--- src/rtl/issue_buffer_if.sv ---
// Packet type and the IF/ID-side bundle of the issue buffer.
// The pipeline (fetch + decode + hazard unit) is the master; the buffer is the slave.
package issue_buffer_pkg;
  typedef struct packed {
    logic [31:0] inst;
    logic [31:0] pc;
    logic [31:0] npc;
    logic        valid;
  } IF_ID_PACKET;

  localparam IF_ID_PACKET NOP_PACKET = '{inst: 32'h0000_0013, pc: '0, npc: '0, valid: 1'b0};
endpackage

interface issue_buffer_if #(parameter int DEPTH = 8);
  import issue_buffer_pkg::*;
  localparam int CW = $clog2(DEPTH) + 1;

  logic          flush;
  logic          stall;
  logic [1:0]    rollback;
  IF_ID_PACKET   if_packet_0, if_packet_1, if_packet_2;
  logic          fetch_ready;
  IF_ID_PACKET   id_packet_0, id_packet_1, id_packet_2;
  logic [CW-1:0] count;

  modport master (
    output flush, stall, rollback, if_packet_0, if_packet_1, if_packet_2,
    input  fetch_ready, id_packet_0, id_packet_1, id_packet_2, count
  );
  modport slave (
    input  flush, stall, rollback, if_packet_0, if_packet_1, if_packet_2,
    output fetch_ready, id_packet_0, id_packet_1, id_packet_2, count
  );
endinterface

--- src/rtl/issue_buffer.sv ---
// Circular IF->ID instruction queue: presents the 3 oldest entries, retires only
// the ways that issued (3 - rollback), and accepts up to 3 fetched ways per cycle.

// One presentation way: the entry at head+LANE, or a NOP when that slot is empty.
module ib_way
  import issue_buffer_pkg::*;
#(
  parameter int LANE = 0,
  parameter int CW   = 4
) (
  input  IF_ID_PACKET   entry,
  input  logic [CW-1:0] cnt,
  output IF_ID_PACKET   pkt
);
  always_comb begin
    pkt = NOP_PACKET;
    if (cnt > CW'(LANE)) begin
      pkt       = entry;
      pkt.valid = 1'b1;
    end
  end
endmodule

module issue_buffer
  import issue_buffer_pkg::*;
#(
  parameter int DEPTH = 8
) (
  input  logic        clock,
  input  logic        reset,
  issue_buffer_if.slave bus
);
  localparam int PW    = $clog2(DEPTH);
  localparam int CW    = PW + 1;
  localparam int LANES = 3;

  IF_ID_PACKET   entries [DEPTH];
  logic [PW-1:0] head, tail;
  logic [CW-1:0] cnt;

  IF_ID_PACKET   if_pkt [LANES];
  IF_ID_PACKET   id_pkt [LANES];
  logic [1:0]    out_n, avail, pop, push;
  logic          fetch_ready;

  assign if_pkt[0] = bus.if_packet_0;
  assign if_pkt[1] = bus.if_packet_1;
  assign if_pkt[2] = bus.if_packet_2;

  assign bus.id_packet_0 = id_pkt[0];
  assign bus.id_packet_1 = id_pkt[1];
  assign bus.id_packet_2 = id_pkt[2];
  assign bus.count       = cnt;
  assign bus.fetch_ready = fetch_ready;

  generate
    for (genvar k = 0; k < LANES; k++) begin : g_way
      ib_way #(.LANE(k), .CW(CW)) u_way (
        .entry (entries[head + PW'(k)]),
        .cnt   (cnt),
        .pkt   (id_pkt[k])
      );
    end
  endgenerate

  // Readiness is a function of occupancy alone so fetch never waits on the hazard unit.
  assign fetch_ready = (cnt <= CW'(DEPTH - 3));

  always_comb begin
    out_n = (cnt >= CW'(3)) ? 2'd3 : cnt[1:0];
    avail = 2'd3 - bus.rollback;
    pop   = 2'd0;
    if (!bus.stall) pop = (out_n < avail) ? out_n : avail;
    push  = 2'd0;
    if (fetch_ready)
      push = {1'b0, if_pkt[0].valid} + {1'b0, if_pkt[1].valid} + {1'b0, if_pkt[2].valid};
  end

  always_ff @(posedge clock) begin
    if (reset || bus.flush) begin
      head <= '0;
      tail <= '0;
      cnt  <= '0;
    end else begin
      head <= head + PW'(pop);
      tail <= tail + PW'(push);
      cnt  <= cnt + CW'(push) - CW'(pop);
    end
  end

  // Storage needs no reset: occupancy alone decides what is visible.
  always_ff @(posedge clock) begin
    if (!reset && !bus.flush && fetch_ready) begin
      for (int k = 0; k < LANES; k++)
        if (if_pkt[k].valid) entries[tail + PW'(k)] <= if_pkt[k];
    end
  end
endmodule

--- src/flat_wrapper.sv ---
// flat-port wrapper written by rule: the top's interface ports become plain ports
module issue_buffer_flat import issue_buffer_pkg::*;
#(
  parameter int DEPTH = 8
)
  (clock, reset, bus_flush, bus_stall, bus_rollback, bus_if_packet_0, bus_if_packet_1, bus_if_packet_2, bus_fetch_ready, bus_id_packet_0, bus_id_packet_1, bus_id_packet_2, bus_count);
  issue_buffer_if #(.DEPTH(DEPTH)) bus_i ();
  input  logic clock;
  input  logic reset;
  input wire logic [$bits(bus_i.flush)-1:0] bus_flush;
  input wire logic [$bits(bus_i.stall)-1:0] bus_stall;
  input wire logic [$bits(bus_i.rollback)-1:0] bus_rollback;
  input wire logic [$bits(bus_i.if_packet_0)-1:0] bus_if_packet_0;
  input wire logic [$bits(bus_i.if_packet_1)-1:0] bus_if_packet_1;
  input wire logic [$bits(bus_i.if_packet_2)-1:0] bus_if_packet_2;
  output wire logic [$bits(bus_i.fetch_ready)-1:0] bus_fetch_ready;
  output wire logic [$bits(bus_i.id_packet_0)-1:0] bus_id_packet_0;
  output wire logic [$bits(bus_i.id_packet_1)-1:0] bus_id_packet_1;
  output wire logic [$bits(bus_i.id_packet_2)-1:0] bus_id_packet_2;
  output wire logic [$bits(bus_i.count)-1:0] bus_count;
  assign bus_i.flush = bus_flush;
  assign bus_i.stall = bus_stall;
  assign bus_i.rollback = bus_rollback;
  assign bus_i.if_packet_0 = bus_if_packet_0;
  assign bus_i.if_packet_1 = bus_if_packet_1;
  assign bus_i.if_packet_2 = bus_if_packet_2;
  assign bus_fetch_ready = bus_i.fetch_ready;
  assign bus_id_packet_0 = bus_i.id_packet_0;
  assign bus_id_packet_1 = bus_i.id_packet_1;
  assign bus_id_packet_2 = bus_i.id_packet_2;
  assign bus_count = bus_i.count;
  issue_buffer #(.DEPTH(DEPTH)) u_core (.clock(clock), .reset(reset), .bus(bus_i));
endmodule
--- config.mk ---
export PLATFORM = sky130hd
export DESIGN_NAME = issue_buffer_flat
export DESIGN_NICKNAME = d
export VERILOG_FILES = /design/src/rtl/issue_buffer_if.sv /design/src/rtl/issue_buffer.sv /design/src/flat_wrapper.sv
export SDC_FILE = /design/constraint.sdc
export NUM_CORES = 2
export LEC_CHECK = 0
export ABC_AREA = 1
export CORE_UTILIZATION = 41
export DETAILED_ROUTE_END_ITERATION = 12
export GPL_ROUTABILITY_DRIVEN = 1
export PLACE_DENSITY = 0.6
export SLEW_MARGIN = 20
export SYNTH_ARGS = -nofsm -noshare
export SYNTH_HDL_FRONTEND = slang
export SYNTH_SLANG_ARGS = --single-unit
--- constraint.sdc ---
create_clock -name clock -period 8.46 [get_ports clock]
set_clock_uncertainty 0.1 [all_clocks]
set_input_delay 1.269 -clock clock [delete_from_list [all_inputs] [get_ports clock]]
set_output_delay 1.269 -clock clock [all_outputs]
set_load 0.02 [all_outputs]
Yosys cells after proc, flatten, opt, wreduce, memory -nomap -nowiden

Memories as Yosys holds them, arrays and structs flattened. A register that Yosys moved wholly into a read port is not among the register bits.
Cells that the tools add are included.

Flip-flop bits (word level): 10
Bits in writable memories: 776
Input port bits: 297
Output and inout bits: 296
Logic and storage cells: 43
Memories: 1

Memories:

| name           | depth | bits a word | rd ports | clocked after Yosys merged registers in | write ports | line               | source |
|---|---|---|---|---|---|---|---|
| u_core.entries | 8     | 97          | 3        | 1                                       | 3           | issue_buffer.sv:37 | `IF_ID_PACKET entries [DEPTH];` |

Add/subtract/negate cells: 11
Order comparisons: 6
Mux-type cells: 17
Reductions and logical operators: 5

Operator list:

| kind                | number |
|---|---|
| $mux 97             | 3 |
| $mux 1              | 9 |
| $gt 4x1->1 const B  | 2 |
| $mux 2              | 4 |
| $add 3x1->3 const B | 2 |
| $add 3x2->3         | 2 |
| $add 3x2->3 const B | 2 |
| $add 4x2->4         | 1 |
| $ge 4x2->1 const B  | 1 |
| $gt 4x2->1 const B  | 1 |
| $le 4x3->1 const B  | 1 |
| $sub 4x2->4         | 1 |
| $mux 3              | 1 |
| $add 1x1->2         | 1 |
| $add 2x1->2         | 1 |
| $logic_and 1x1->1   | 2 |
| $logic_not 1->1     | 2 |
| $lt 2x2->1          | 1 |
| $sub 2x2->2 const A | 1 |
| $logic_or 1x1->1    | 1 |

Longest topological paths before layout

Depth after elaboration: 7
Mapped depth: 14
Depth with buffers taken out: 14

Modules after synthesis

A second synthesis with hierarchy kept.

Cell total of the unflattened synthesis: 9824
Area, all modules: 64221.6 um2

By module, submodules not included:

| module                          | times used | cells an instance | area each (um2) | seq. area each (um2) |
|---|---|---|---|---|
| issue_buffer                    | 1          | 9179              | 61148.6         | 23502.5 |
| ib_way at u_core.g_way[0].u_way | 1          | 215               | 1041.0          | 0.0 |
| ib_way at u_core.g_way[2].u_way | 1          | 215               | 1034.7          | 0.0 |
| ib_way at u_core.g_way[1].u_way | 1          | 215               | 997.2           | 0.0 |

Worst setup path before layout

OpenSTA, ideal clock, no wires.

Kind: in2reg
Start: input bus_flush
End: memory u_core.entries[4][10] (netlist name), enable pin
Setup time: 1144 ps
Arrival time: 4314 ps
Data required time: 7216 ps
Path slack: 2903 ps
Cell stages on the path: 8
Buffers on the path: 3
Cell sequence: nor2_1 > nand3_2 > nor2_1 > buf_4 > nand2_1 > buf_2 > buf_2 > nand3_1

RTL lines:

| what        | line               | source |
|---|---|---|
| from (decl) | flat_wrapper.sv:10 | `input wire logic [$bits(bus_i.flush)-1:0] bus_flush;` |
| to (decl)   | issue_buffer.sv:37 |  |

==> results.json <==
{
  "run_status": "complete, no violations",
  "viasPerCell": 6.33,
  "routed_wl_um": 314000,
  "wl_met1_um": 114000,
  "maxCapViolCount": 0,
  "die_w_um": 391,
  "synth.area.top_cells": "edfxtp_1, nand3_1, nand2_1",
  "synth_edf_count": 768,
  "criticalPathCategory": "register to primary output",
  "cts_setup_buffers": 0,
  "cts_hold_buf": 0,
  "yosysWarnings": 0,
  "dieArea_um2": 153000,
  "slew_viol_final": 0,
  "setup_viol": 0,
  "synth.most_common_cell": "nand2_1",
  "synth_area_leader_cell": "edfxtp_1",
  "min_path_type": "register to register",
  "place_area_um2": 67900,
  "cts_tree": "yes",
  "slew_headroom_pct": 9.59,
  "hold_violations": 0,
  "synthCells": 9453,
  "syn2layout_area_growth_pct": 14.5,
  "worstPathMaxFanout": 106,
  "clk_latency_ns": 0.73,
  "portBuffers": 592,
  "cellLeakagePower_nw": 29.6,
  "tightestPinTransition_ns": 1.36,
  "post-dp-hpwl_um": 168000,
  "syn_area_um2": 62100,
  "dr.first_iter.drc_count": 11320,
  "overflow": 0,
  "internal_power_mw": 9.20,
  "drive_gt1_share_pct": 5.04,
  "p_switching_mw": 7.57,
  "h-tree-depth": 3,
  "routedWlPerCell_um": 27.4,
  "ys.flop_type": "edfxtp_1",
  "nFillCells": 14865,
  "fin_crit_sh_pct": 80.2,
  "clock_sinks": 778,
  "swShare_pct": 45.1,
  "arrival_ns": 5.42,
  "grt_max_degree": 238,
  "grt_pass1_wl_um": 449000,
  "synth_top_cell_area_share_pct": 37.2,
  "cts_buffers": 97,
  "worst_ep_required_time_ns": 7.09,
  "ctsLongestPathBuffers": 3,
  "vias": 72428,
  "gp_congestion": 0.881,
  "peakVddDrop_uv": 341,
  "start_util_pct": 41.4,
  "ys_types": 38,
  "drcViolationCount": 0,
  "tns_ns": 0,
  "syn-mean-instance-area_um2": 6.57,
  "p_per_area_nw_per_um2": 236,
  "ant_nets": 0,
  "io_pins": 593,
  "power_frac_seq_pct": 27.3,
  "cp-start-kind": "register",
  "grt_pass1_vias": 66176,
  "die_height_um": 391,
  "cts_root_buffer": "clkbuf_16",
  "grt_usage_pct": 39.5,
  "fin_area_um2": 71100,
  "row_count": 142,
  "clockPowerShare_pct": 25.2,
  "path_clk_slew_ns": 0.06,
  "wl_met3_um": 46000,
  "end_kind": "primary output",
  "first_pass_iters": 8,
  "syn-num-nets": 9768,
  "p_comb_share_pct": 47.4,
  "max_freq_mhz": 147,
  "yosys-top-cells-count": "nand2_1, nand3_1, o21ai_0",
  "fp.coreArea_um2": 150000,
  "fin_nets": 9651,
  "detailroute.wirelength.met2_um": 133000,
  "ys_seq_elements": 778,
  "rsz0062_at_grt": "no",
  "ys_async_sr_fraction_pct": 0,
  "highest_layer": "met5",
  "cts_resized": 0,
  "yosysSeqAreaShare_pct": 37.5,
  "antenna_found_initial": 23,
  "period_needed_ns": 6.78
}
critical path, cell delays in order (launching register included):
cell and delay (ns):
dfxtp_4 0.81, buf_4 0.89, buf_4 0.85, o21ai_0 0.27
nand2_1 0.10, o21ai_0 0.09, a211oi_1 0.82, clkdlybuf4s50_1 0.76
cell type report:
cell class / instances / area (um2) / share of cell area, %
Clock inverter: 63 / 504 / 0.710
Antenna cell: 12 / 30.0 / 0.0423
Sequential cell: 778 / 23300 / 32.7
Clock buffer: 119 / 2580 / 3.63
Tap cell: 2016 / 2520 / 3.55
Multi-Input combinational cell: 7204 / 33000 / 46.4
Inverter: 537 / 2050 / 2.89
Timing Repair Buffer: 718 / 7100 / 10.0
worst paths after layout:
check	depth (start not counted)	slack (ns)	startpoint	to
setup / recovery	7	1.68	u_core.head[0]	bus_id_packet_0[37]
setup reg to reg	9	3.15	u_core.tail[0]	u_core.entries[3][61]
hold / removal	2	0.59	u_core.head[2]	u_core.head[2]
hold reg to reg	2	0.59	u_core.head[2]	u_core.head[2]
per-stage QoR:
| step | power (mW) | hold slack (ns) | utilization [%] | cells | setup slack (ns) |
|---|---|---|---|---|---|
| global route | 17.2 | 0.650 | 47.4 | 11441 | 1.53 |
| global placement | 12.3 | 0.559 | 45.3 | 11250 | 2.58 |
| detailed placement | 12.3 | 0.576 | 45.3 | 11252 | 2.52 |
| CTS | 16.5 | 0.588 | 47.3 | 11434 | 1.93 |
| floorplan | 8.69 | 0.439 | - | 9453 | 2.90 |
| finish | 16.8 | 0.589 | 47.4 | 11447 | 1.68 |
cells by family (layout without fill, tap and decap cells):
| kind of cell | count (synthesis) | in the layout | synth area share, % |
|---|---|---|---|
| and+or+nand+nor | 5957 | 5957 | 42.1 |
| muxes | 8 | 8 | 0.129 |
| DFF | 778 | 778 | 37.5 |
| adders and majority gates | 18 | 18 | 0.423 |
| other | 0 | 12 | 0 |
| xor gates and xnor gates | 4 | 4 | 0.0565 |
| buffers and inverters | 1471 | 1437 | 9.85 |
| AOI/OAI and AO/OA | 1217 | 1217 | 9.91 |
placed cells by master (no fill, tap or decap), types with 17 or more instances in the layout:
cell             count
o21ai_0            862
inv_1              526
nand2_1           2744
nand3_1           2404
nand2_4             17
clkbuf_16           98
edfxtp_1           768
buf_4              108
clkdlybuf4s50_1    592
a21oi_1            258
clkinv_1            21
o21ai_1             63
clkinv_2            26
or2_2              134
nand4_1             97
nor2_1             520
o22ai_1             17
per-layer routing:
layer / vias up / global-route usage (%)
met5: - / 0
met4: 26 / 23.4
met3: 1248 / 10.9
met2: 5991 / 58.7
met1: 33660 / 51.1
li1: 31503 / -
state kept, by name, summed over array words and instances, names as in the netlist:
| name | count |
|---|---|
| u_core.head | 3 |
| u_core.bus.count | 4 |
| u_core.tail | 3 |
| u_core.entries | 768 |
power by group through the flow:
stage / logic, mW / clock network, mW / registers [mW]
floorplan: 4.04 / 0 / 4.65
global route: 8.27 / 4.35 / 4.60
detailed placement: 7.67 / 0 / 4.66
finish: 7.95 / 4.23 / 4.59
CTS: 7.69 / 4.22 / 4.58
global placement: 7.60 / 0 / 4.66
No activity file was read; power rests on OpenSTA's default activity.
